[src/rtl/fu_alu_pipe_pkg.sv]
// rtl/fu_alu_pipe_pkg.sv - RV32I ALU FU types, limits and the shared golden datapath
package fu_alu_pipe_pkg;

  localparam int ALU_LAT_MAX = 4;
  localparam int ALU_Q_MAX   = 8;

  localparam logic [6:0] OPC_OP     = 7'b0110011;
  localparam logic [6:0] OPC_OP_IMM = 7'b0010011;
  localparam logic [6:0] OPC_LUI    = 7'b0110111;
  localparam logic [6:0] OPC_AUIPC  = 7'b0010111;
  localparam logic [6:0] OPC_JAL    = 7'b1101111;
  localparam logic [6:0] OPC_JALR   = 7'b1100111;

  localparam logic [2:0] F3_ADD  = 3'b000;
  localparam logic [2:0] F3_SLL  = 3'b001;
  localparam logic [2:0] F3_SLT  = 3'b010;
  localparam logic [2:0] F3_SLTU = 3'b011;
  localparam logic [2:0] F3_XOR  = 3'b100;
  localparam logic [2:0] F3_SR   = 3'b101;
  localparam logic [2:0] F3_OR   = 3'b110;
  localparam logic [2:0] F3_AND  = 3'b111;

  typedef struct packed {
    logic [6:0]  opcode;
    logic [2:0]  funct3;
    logic [6:0]  funct7;
    logic [31:0] vj;
    logic [31:0] vk;
    logic [31:0] imm;
    logic [31:0] pc;
    logic [4:0]  fi;
    logic [4:0]  fj;
    logic [4:0]  fk;
    logic [31:0] inst;
    logic [63:0] order;
  } fu_status_t;

  typedef struct packed {
    logic [4:0]  rd;
    logic [31:0] result;
    logic [31:0] pc_rdata;
    logic [31:0] pc_wdata;
    logic [4:0]  rs1_addr;
    logic [4:0]  rs2_addr;
    logic [31:0] rs1_rdata;
    logic [31:0] rs2_rdata;
    logic [31:0] inst;
    logic [63:0] order;
    logic [31:0] mem_addr;
    logic [3:0]  mem_rmask;
    logic [3:0]  mem_wmask;
    logic [31:0] mem_rdata;
    logic [31:0] mem_wdata;
  } fu_complete_t;

  typedef struct packed {
    logic [31:0] result;
    logic [31:0] pc_wdata;
  } alu_out_t;

  function automatic alu_out_t alu_compute(input fu_status_t s);
    alu_out_t    o;
    logic [31:0] a;
    logic [31:0] b;
    logic [4:0]  sh;
    logic        is_reg;
    logic        is_lui;
    logic        is_auipc;
    logic        is_link;
    is_reg   = (s.opcode == OPC_OP);
    is_lui   = (s.opcode == OPC_LUI);
    is_auipc = (s.opcode == OPC_AUIPC);
    is_link  = (s.opcode == OPC_JAL) || (s.opcode == OPC_JALR);
    a  = (is_auipc || is_link) ? s.pc : (is_lui ? 32'd0 : s.vj);
    b  = is_link ? 32'd4 : (is_reg ? s.vk : s.imm);
    sh = b[4:0];
    o.result = '0;
    if (is_lui || is_auipc || is_link) begin
      o.result = a + b;
    end else begin
      case (s.funct3)
        F3_ADD:  o.result = (is_reg && s.funct7[5]) ? a - b : a + b;
        F3_SLL:  o.result = a << sh;
        F3_SLT:  o.result = {31'd0, $signed(a) < $signed(b)};
        F3_SLTU: o.result = {31'd0, a < b};
        F3_XOR:  o.result = a ^ b;
        F3_SR:   o.result = s.funct7[5] ? $unsigned($signed(a) >>> sh) : a >> sh;
        F3_OR:   o.result = a | b;
        F3_AND:  o.result = a & b;
        default: o.result = '0;
      endcase
    end
    if (s.opcode == OPC_JAL)       o.pc_wdata = s.pc + s.imm;
    else if (s.opcode == OPC_JALR) o.pc_wdata = (s.vj + s.imm) & ~32'd1;
    else                           o.pc_wdata = s.pc + 32'd4;
    return o;
  endfunction

endpackage

[src/rtl/fu_alu_pipe_if.sv]
// rtl/fu_alu_pipe_if.sv - issue and completion handshake bundle for the pipelined ALU FU
interface fu_alu_pipe_if;
  import fu_alu_pipe_pkg::*;

  logic         issue_valid;
  logic         issue_ready;
  fu_status_t   issue_data;
  logic         complete_valid;
  logic         complete_ready;
  fu_complete_t complete_data;

  modport master (
    output issue_valid, issue_data, complete_ready,
    input  issue_ready, complete_valid, complete_data
  );

  modport slave (
    input  issue_valid, issue_data, complete_ready,
    output issue_ready, complete_valid, complete_data
  );

endinterface

[src/rtl/fu_result_queue.sv]
// rtl/fu_result_queue.sv - circular FIFO holding completed ALU results until the CDB takes them
module fu_result_queue #(
  parameter type T     = logic [31:0],
  parameter int  DEPTH = 2,
  localparam int PW    = (DEPTH > 1) ? $clog2(DEPTH) : 1,
  localparam int CW    = $clog2(DEPTH + 1)
) (
  input  logic          clk,
  input  logic          rst,
  input  logic          clear_i,
  input  logic          push_i,
  input  T              data_i,
  input  logic          pop_i,
  output T              head_o,
  output logic [CW-1:0] count_o,
  output logic          full_o,
  output logic          empty_o
);

  T              mem_q [DEPTH];
  logic [PW-1:0] wr_q;
  logic [PW-1:0] rd_q;
  logic [CW-1:0] count_q;

  function automatic logic [PW-1:0] ptr_inc(input logic [PW-1:0] p);
    return (p == PW'(DEPTH - 1)) ? '0 : p + 1'b1;
  endfunction

  always_ff @(posedge clk) begin
    if (rst || clear_i) begin
      wr_q    <= '0;
      rd_q    <= '0;
      count_q <= '0;
    end else begin
      if (push_i) wr_q <= ptr_inc(wr_q);
      if (pop_i)  rd_q <= ptr_inc(rd_q);
      count_q <= count_q + CW'(push_i) - CW'(pop_i);
    end
  end

  // Full push+pop overwrites the slot being read this cycle; head_o already shows the old entry.
  always_ff @(posedge clk) begin
    if (push_i && !rst && !clear_i) mem_q[wr_q] <= data_i;
  end

  assign head_o  = mem_q[rd_q];
  assign count_o = count_q;
  assign full_o  = (count_q == CW'(DEPTH));
  assign empty_o = (count_q == '0);

endmodule

[src/rtl/fu_alu_pipe.sv]
// rtl/fu_alu_pipe.sv - LATENCY-stage RV32I ALU functional unit with credited result queue
module fu_alu_pipe
  import fu_alu_pipe_pkg::*;
#(
  parameter int  LATENCY   = 1,
  parameter int  OUT_DEPTH = 2,
  localparam int CAP       = LATENCY + OUT_DEPTH,
  localparam int OW        = $clog2(CAP + 1)
) (
  input  logic          clk,
  input  logic          rst,
  input  logic          flush,
  fu_alu_pipe_if.slave  bus,
  output logic          exec_busy,
  output logic [OW-1:0] occupancy
);

  localparam int CW = $clog2(OUT_DEPTH + 1);

  alu_out_t           alu;
  fu_complete_t       issue_c;
  fu_complete_t       d_q [LATENCY];
  logic [LATENCY-1:0] v_q;
  logic [LATENCY-1:0] s_rdy;
  fu_complete_t       q_head;
  logic [CW-1:0]      q_count;
  logic               q_full;
  logic               q_empty;
  logic               accept;
  logic               pop;
  logic               q_pop;
  logic               q_push;
  logic               direct;
  logic               last_out;

  always_comb begin
    alu                = alu_compute(bus.issue_data);
    issue_c            = '0;
    issue_c.rd         = bus.issue_data.fi;
    issue_c.result     = alu.result;
    issue_c.pc_rdata   = bus.issue_data.pc;
    issue_c.pc_wdata   = alu.pc_wdata;
    issue_c.rs1_addr   = bus.issue_data.fj;
    issue_c.rs2_addr   = bus.issue_data.fk;
    issue_c.rs1_rdata  = bus.issue_data.vj;
    issue_c.rs2_rdata  = bus.issue_data.vk;
    issue_c.inst       = bus.issue_data.inst;
    issue_c.order      = bus.issue_data.order;
  end

  // With the queue empty the last stage is the head, so an op is visible LATENCY cycles after issue.
  assign bus.complete_valid = v_q[LATENCY-1] || !q_empty;
  assign pop      = bus.complete_valid && bus.complete_ready;
  assign q_pop    = pop && !q_empty;
  assign direct   = pop && q_empty;
  assign q_push   = v_q[LATENCY-1] && !direct && (!q_full || q_pop);
  assign last_out = direct || q_push;

  always_comb begin
    bus.complete_data = '0;
    if (!q_empty)            bus.complete_data = q_head;
    else if (v_q[LATENCY-1]) bus.complete_data = d_q[LATENCY-1];
  end

  // Stage i may load when it is empty or its content moves on; bubbles collapse under backpressure.
  always_comb begin
    logic r;
    s_rdy = '0;
    r = !v_q[LATENCY-1] || last_out;
    s_rdy[LATENCY-1] = r;
    for (int i = LATENCY - 2; i >= 0; i--) begin
      r = !v_q[i] || r;
      s_rdy[i] = r;
    end
  end

  always_comb begin
    occupancy = OW'(q_count);
    for (int i = 0; i < LATENCY; i++) occupancy = occupancy + OW'(v_q[i]);
  end

  assign bus.issue_ready = (occupancy < OW'(CAP)) || pop;
  assign accept          = bus.issue_valid && bus.issue_ready && !flush;
  assign exec_busy       = (occupancy != '0);

  always_ff @(posedge clk) begin
    if (rst || flush) begin
      v_q <= '0;
    end else begin
      if (s_rdy[0]) v_q[0] <= accept;
      for (int i = 1; i < LATENCY; i++) begin
        if (s_rdy[i]) v_q[i] <= v_q[i-1];
      end
    end
  end

  always_ff @(posedge clk) begin
    if (s_rdy[0] && accept) d_q[0] <= issue_c;
    for (int i = 1; i < LATENCY; i++) begin
      if (s_rdy[i] && v_q[i-1]) d_q[i] <= d_q[i-1];
    end
  end

  fu_result_queue #(
    .T     (fu_complete_t),
    .DEPTH (OUT_DEPTH)
  ) u_queue (
    .clk     (clk),
    .rst     (rst),
    .clear_i (flush),
    .push_i  (q_push),
    .data_i  (d_q[LATENCY-1]),
    .pop_i   (q_pop),
    .head_o  (q_head),
    .count_o (q_count),
    .full_o  (q_full),
    .empty_o (q_empty)
  );

endmodule

[src/flat_wrapper.sv]
// flat-port wrapper written by rule: the top's interface ports become plain ports
module fu_alu_pipe_flat import fu_alu_pipe_pkg::*;
#(
  parameter int  LATENCY   = 1,
  parameter int  OUT_DEPTH = 2,
  localparam int CAP       = LATENCY + OUT_DEPTH,
  localparam int OW        = $clog2(CAP + 1)
)
  (clk, rst, flush, exec_busy, occupancy, bus_issue_valid, bus_issue_data, bus_complete_ready, bus_issue_ready, bus_complete_valid, bus_complete_data);
  fu_alu_pipe_if bus_i ();
  input  logic clk;
  input  logic rst;
  input  logic flush;
  output logic exec_busy;
  output logic [OW-1:0] occupancy;
  input wire logic [$bits(bus_i.issue_valid)-1:0] bus_issue_valid;
  input wire logic [$bits(bus_i.issue_data)-1:0] bus_issue_data;
  input wire logic [$bits(bus_i.complete_ready)-1:0] bus_complete_ready;
  output wire logic [$bits(bus_i.issue_ready)-1:0] bus_issue_ready;
  output wire logic [$bits(bus_i.complete_valid)-1:0] bus_complete_valid;
  output wire logic [$bits(bus_i.complete_data)-1:0] bus_complete_data;
  assign bus_i.issue_valid = bus_issue_valid;
  assign bus_i.issue_data = bus_issue_data;
  assign bus_i.complete_ready = bus_complete_ready;
  assign bus_issue_ready = bus_i.issue_ready;
  assign bus_complete_valid = bus_i.complete_valid;
  assign bus_complete_data = bus_i.complete_data;
  fu_alu_pipe #(.LATENCY(LATENCY), .OUT_DEPTH(OUT_DEPTH)) u_core (.clk(clk), .rst(rst), .flush(flush), .bus(bus_i), .exec_busy(exec_busy), .occupancy(occupancy));
endmodule
[config.mk]
export PLATFORM = sky130hd
export DESIGN_NAME = fu_alu_pipe_flat
export DESIGN_NICKNAME = d
export VERILOG_FILES = /design/src/rtl/fu_alu_pipe_pkg.sv /design/src/rtl/fu_alu_pipe_if.sv /design/src/rtl/fu_result_queue.sv /design/src/rtl/fu_alu_pipe.sv /design/src/flat_wrapper.sv
export SDC_FILE = /design/constraint.sdc
export NUM_CORES = 2
export LEC_CHECK = 0
export BUFFER_PORTS_ARGS = -buffer_cell sky130_fd_sc_hd__buf_2
export CORE_ASPECT_RATIO = 0.6
export CORE_MARGIN = 2
export CORE_UTILIZATION = 30
export CTS_CLUSTER_DIAMETER = 200
export DETAILED_ROUTE_END_ITERATION = 7
export PLACE_DENSITY = 0.43
export SYNTH_ARGS = -nofsm -noshare
export SYNTH_HDL_FRONTEND = slang
export SYNTH_SLANG_ARGS = --single-unit
export TNS_END_PERCENT = 30
[constraint.sdc]
create_clock -name clk -period 105.6 [get_ports clk]
set_input_delay 21.12 -clock clk [delete_from_list [all_inputs] [get_ports clk]]
set_output_delay 21.12 -clock clk [all_outputs]
set_load 0.005 [all_outputs]
==> impl_results.md <==
* Placed inst area at 50,000 sq um
* Hold path start: u_core.d_q[0][24]
* Highest metal used: met4
* HP Class: flop to flop
* Multi-input logic area at 19,300 sq um
* Fmax at 0.0234 GHz
* Power, Total at 780 uW
* Final Critical Period at 42.69 ns
* Met2 WL post-DR at 70,900 um
* Flip-flop and latch count after synthesis at 819
* Syn Inst Count at 4,042
* WP data required at 84.48 ns
* Post-cts sizing count at 0
* # IOs at 641
* Actual slew at the worst max-slew pin at 1.28 ns
* Register Area at 24,500 sq um
* Post-synthesis mux area share at 10.5%
* Vias at 34,900
* Core Region at 151,000 sq um
* Wl on met1 at 86,800 um
* Flop pwr share at 48.0%
* Worst-path clk slew at 0.06 ns
* CP endpoint kind: output port
* WHS Endpoint: u_core.u_queue.mem_q[0][128]
* Largest net degree at the start of global routing at 195
* # rows at 110
* Overall routing resource usage at 21.8%
* Worst setup SP type: primary input
* Number of setup buffers added after CTS at 0
* Average size of a mapped cell at 11.3 sq um
* Final hold violations at 0
* GPL Wtd Cong at 0.959
* R2R Path End: u_core.u_queue.mem_q[0][283]
* CP arrival at 21.57 ns
* Worst rel slew slack at 13.5%
* Crit-path max cell delay at 0.15 ns
* Seq/Total Area, Yosys at 53.7%
* Leakage power at 0.0190 uW
* CP startpoint: bus_complete_ready
* Antenna violations before repair at 31
* Cell Area, Synth at 45,700 sq um
* Combinational fraction of design power at 14.7%
* Clock share of power at 37.3%
* Synth warn at 0
* Yosys top cell area share at 53.4%
* Final Max Slew Viols at 0
* Internal at 562 uW
* Switch Pwr at 217 uW
* Vias in the first global route at 32,200
* Fin crit share at 40.4%
* Most used DFF post-synth: edfxtp_1
* Synth area leader: edfxtp_1
* Power density over the cells at 14.8 nW/um^2
* RSZ-0062 raised after global routing: no
* Max clock buf depth at 3
* Post-CTS Hold Fix Bufs at 0
* Register-to-Register Path Depth at 6
* Setup violations, final at 0
* Starting Density at 30.4%
* Status: complete, no violations
* Post-DP HPWL at 130,000 um
* Post-synthesis adder-cell area fraction at 4.58%
* Crit-path cells: buf_2, nand2_1, nand3_1, buf_2
* R2r startpoint: u_core.v_q
* TritonCTS clock tree: built
* Die Height at 306 um
* Die area at 156,000 sq um
* Die width at 508 um
* Largest family of logic cells by synthesized area: compound AO/OA/AOI/OAI gates
* Fin area at 52,700 sq um
* Worst hold stages at 0
* Post-Synth Simple-Gate Area at 9.97%
* DRT Pass-1 Iters at 6
* Critical path class: primary input to output port
* CTS Buf Count at 86
* Area contributors post-synth: edfxtp_1 53%, mux2i_1 8.8%, o21ai_0 5.1%, ha_1 4.4%, nand3_1 3.7%
* Synth cell count leaders: 813 x edfxtp_1, 466 x o21ai_0, 403 x mux2i_1, 335 x nand3_1, 220 x nand2_1
* Post-synthesis compound-gate area fraction at 14.6%
* Nets@finish at 4,892
* Wire length on met3 at 16,000 um
* Max-cap check violation count at 0
* Worst Skew at 0.0472 ns
* Post-synth EDFFs at 813
* Port bufs at 530
* DRC viols at 0
* Async set-reset flop share out of synthesis at 0%
* Drt first-iter violations at 4,089
* Routed Antenna Nets at 0
* CP dominant cell by count: buf_2
* CTS root buf: clkbuf_16
* Netlist cell types at 90
* Vias per cell at 5.33
* Worst VDD drop at 0.0134 mV
* Gr ovfl total at 0
* H-tree depth at 3
* Clock sinks at 819
* Area share of xor/xnor cells in the synthesized design at 1.69%
* Filler instances at 15,200
* WL/cell at 26.8 um
* Critical path fanouts, max at 5
* First-pass GRT wire length at 247,000 um
* Slowest CP cell: buf_2
* Area Growth Syn to Fin at 15.3%
* Count leader, synth: edfxtp_1
* R2R setup slack at 100.93 ns
* Routed WL at 176,000 um
* Setup TNS at 0 ns
* Later-pin clock latency in the skew report at 0.71 ns
* Final hold slack at 0.456 ns
* Sw Share at 27.9%
* Share of layout cells above drive strength 1 at 18.8%
cell usage in the layout, fill, tap and decap left out, types with 18 or more instances in the layout:
master	instances
a211oi_1	40
a21boi_0	39
a21o_1	44
a21oi_1	151
a31oi_1	18
and3_1	23
buf_2	530
buf_4	63
clkbuf_16	87
clkinv_1	19
clkinv_2	20
conb_1	104
edfxtp_1	813
ha_1	161
inv_1	106
mux2_2	53
mux2i_1	403
nand2_1	220
nand2b_1	22
nand3_1	335
nor2_1	162
nor3_1	47
o211ai_1	44
o21a_1	20
o21ai_0	466
o21ai_1	19
o221ai_1	22
o22ai_1	40
o31ai_1	33
or2_2	37
xnor2_1	44
xor2_1	44
power by group through the flow:
stage	combinational [uW]	sequential [uW]	clock, uW
detailed placement	111	381	0
finish	115	374	290
CTS	112	374	301
global placement	112	381	0
global route	123	375	313
floorplan	68.3	383	0
how the worst max path moves through the flow:
stage                                               to  slack, ns  depth (start not counted)
after floorplan           u_core.u_queue.mem_q[1][104]      54.93                          2
after global placement                 bus_issue_ready      62.92                          4
after detailed placement               bus_issue_ready      62.91                          4
after CTS                              bus_issue_ready      62.91                          4
after global routing                   bus_issue_ready      62.88                          4
final                                  bus_issue_ready      62.91                          4
worst max-delay path: cells and delay by family:
family | cells | cell delay [ns]
and+or+nand+nor | 2 | 0.16
buffers and inverters | 2 | 0.30
layer usage:
layer / GRT usage (%) / up-vias
met5: 0 / -
met4: 3.20 / 0
met3: 6.33 / 143
met2: 29.9 / 1324
met1: 33.9 / 17400
li1: - / 16000
layout make-up:
cell class	instances	share of cell area, %
Antenna cell	5	0.0237
Clock buffer	101	4.23
Clock inverter	54	0.810
Inverter	111	0.795
Multi-Input combinational cell	2851	36.7
Sequential cell	819	46.6
Tap cell	2016	4.79
Timing Repair Buffer	597	6.08
through the flow:
stage | std cells | setup WS (ns) | utilization [%]
after floorplan | 4145 | 54.93 | -
after global placement | 6394 | 62.92 | 33.2
after detailed placement | 6394 | 62.91 | 33.2
after CTS | 6549 | 62.91 | 35.0
after global routing | 6550 | 62.88 | 35.0
final | 6554 | 62.91 | 35.0
flip-flops by register name, summed over array words and instances, names as in the netlist, named ones only:
| signal | count |
|---|---|
| u_core.d_q | 271 |
| u_core.u_queue.wr_q | 1 |
| u_core.u_queue.rd_q | 1 |
| u_core.u_queue.count_o | 2 |
| u_core.v_q | 1 |
| u_core.u_queue.mem_q | 542 |
cell families after synthesis:
logic type	after synthesis
xor+xnor	88
buf+inv	475
fa+ha+maj	165
mux	466
compound gates	1080
simple gates	948
flops	819
other cells	1
(Power assumes the default switching activity.)
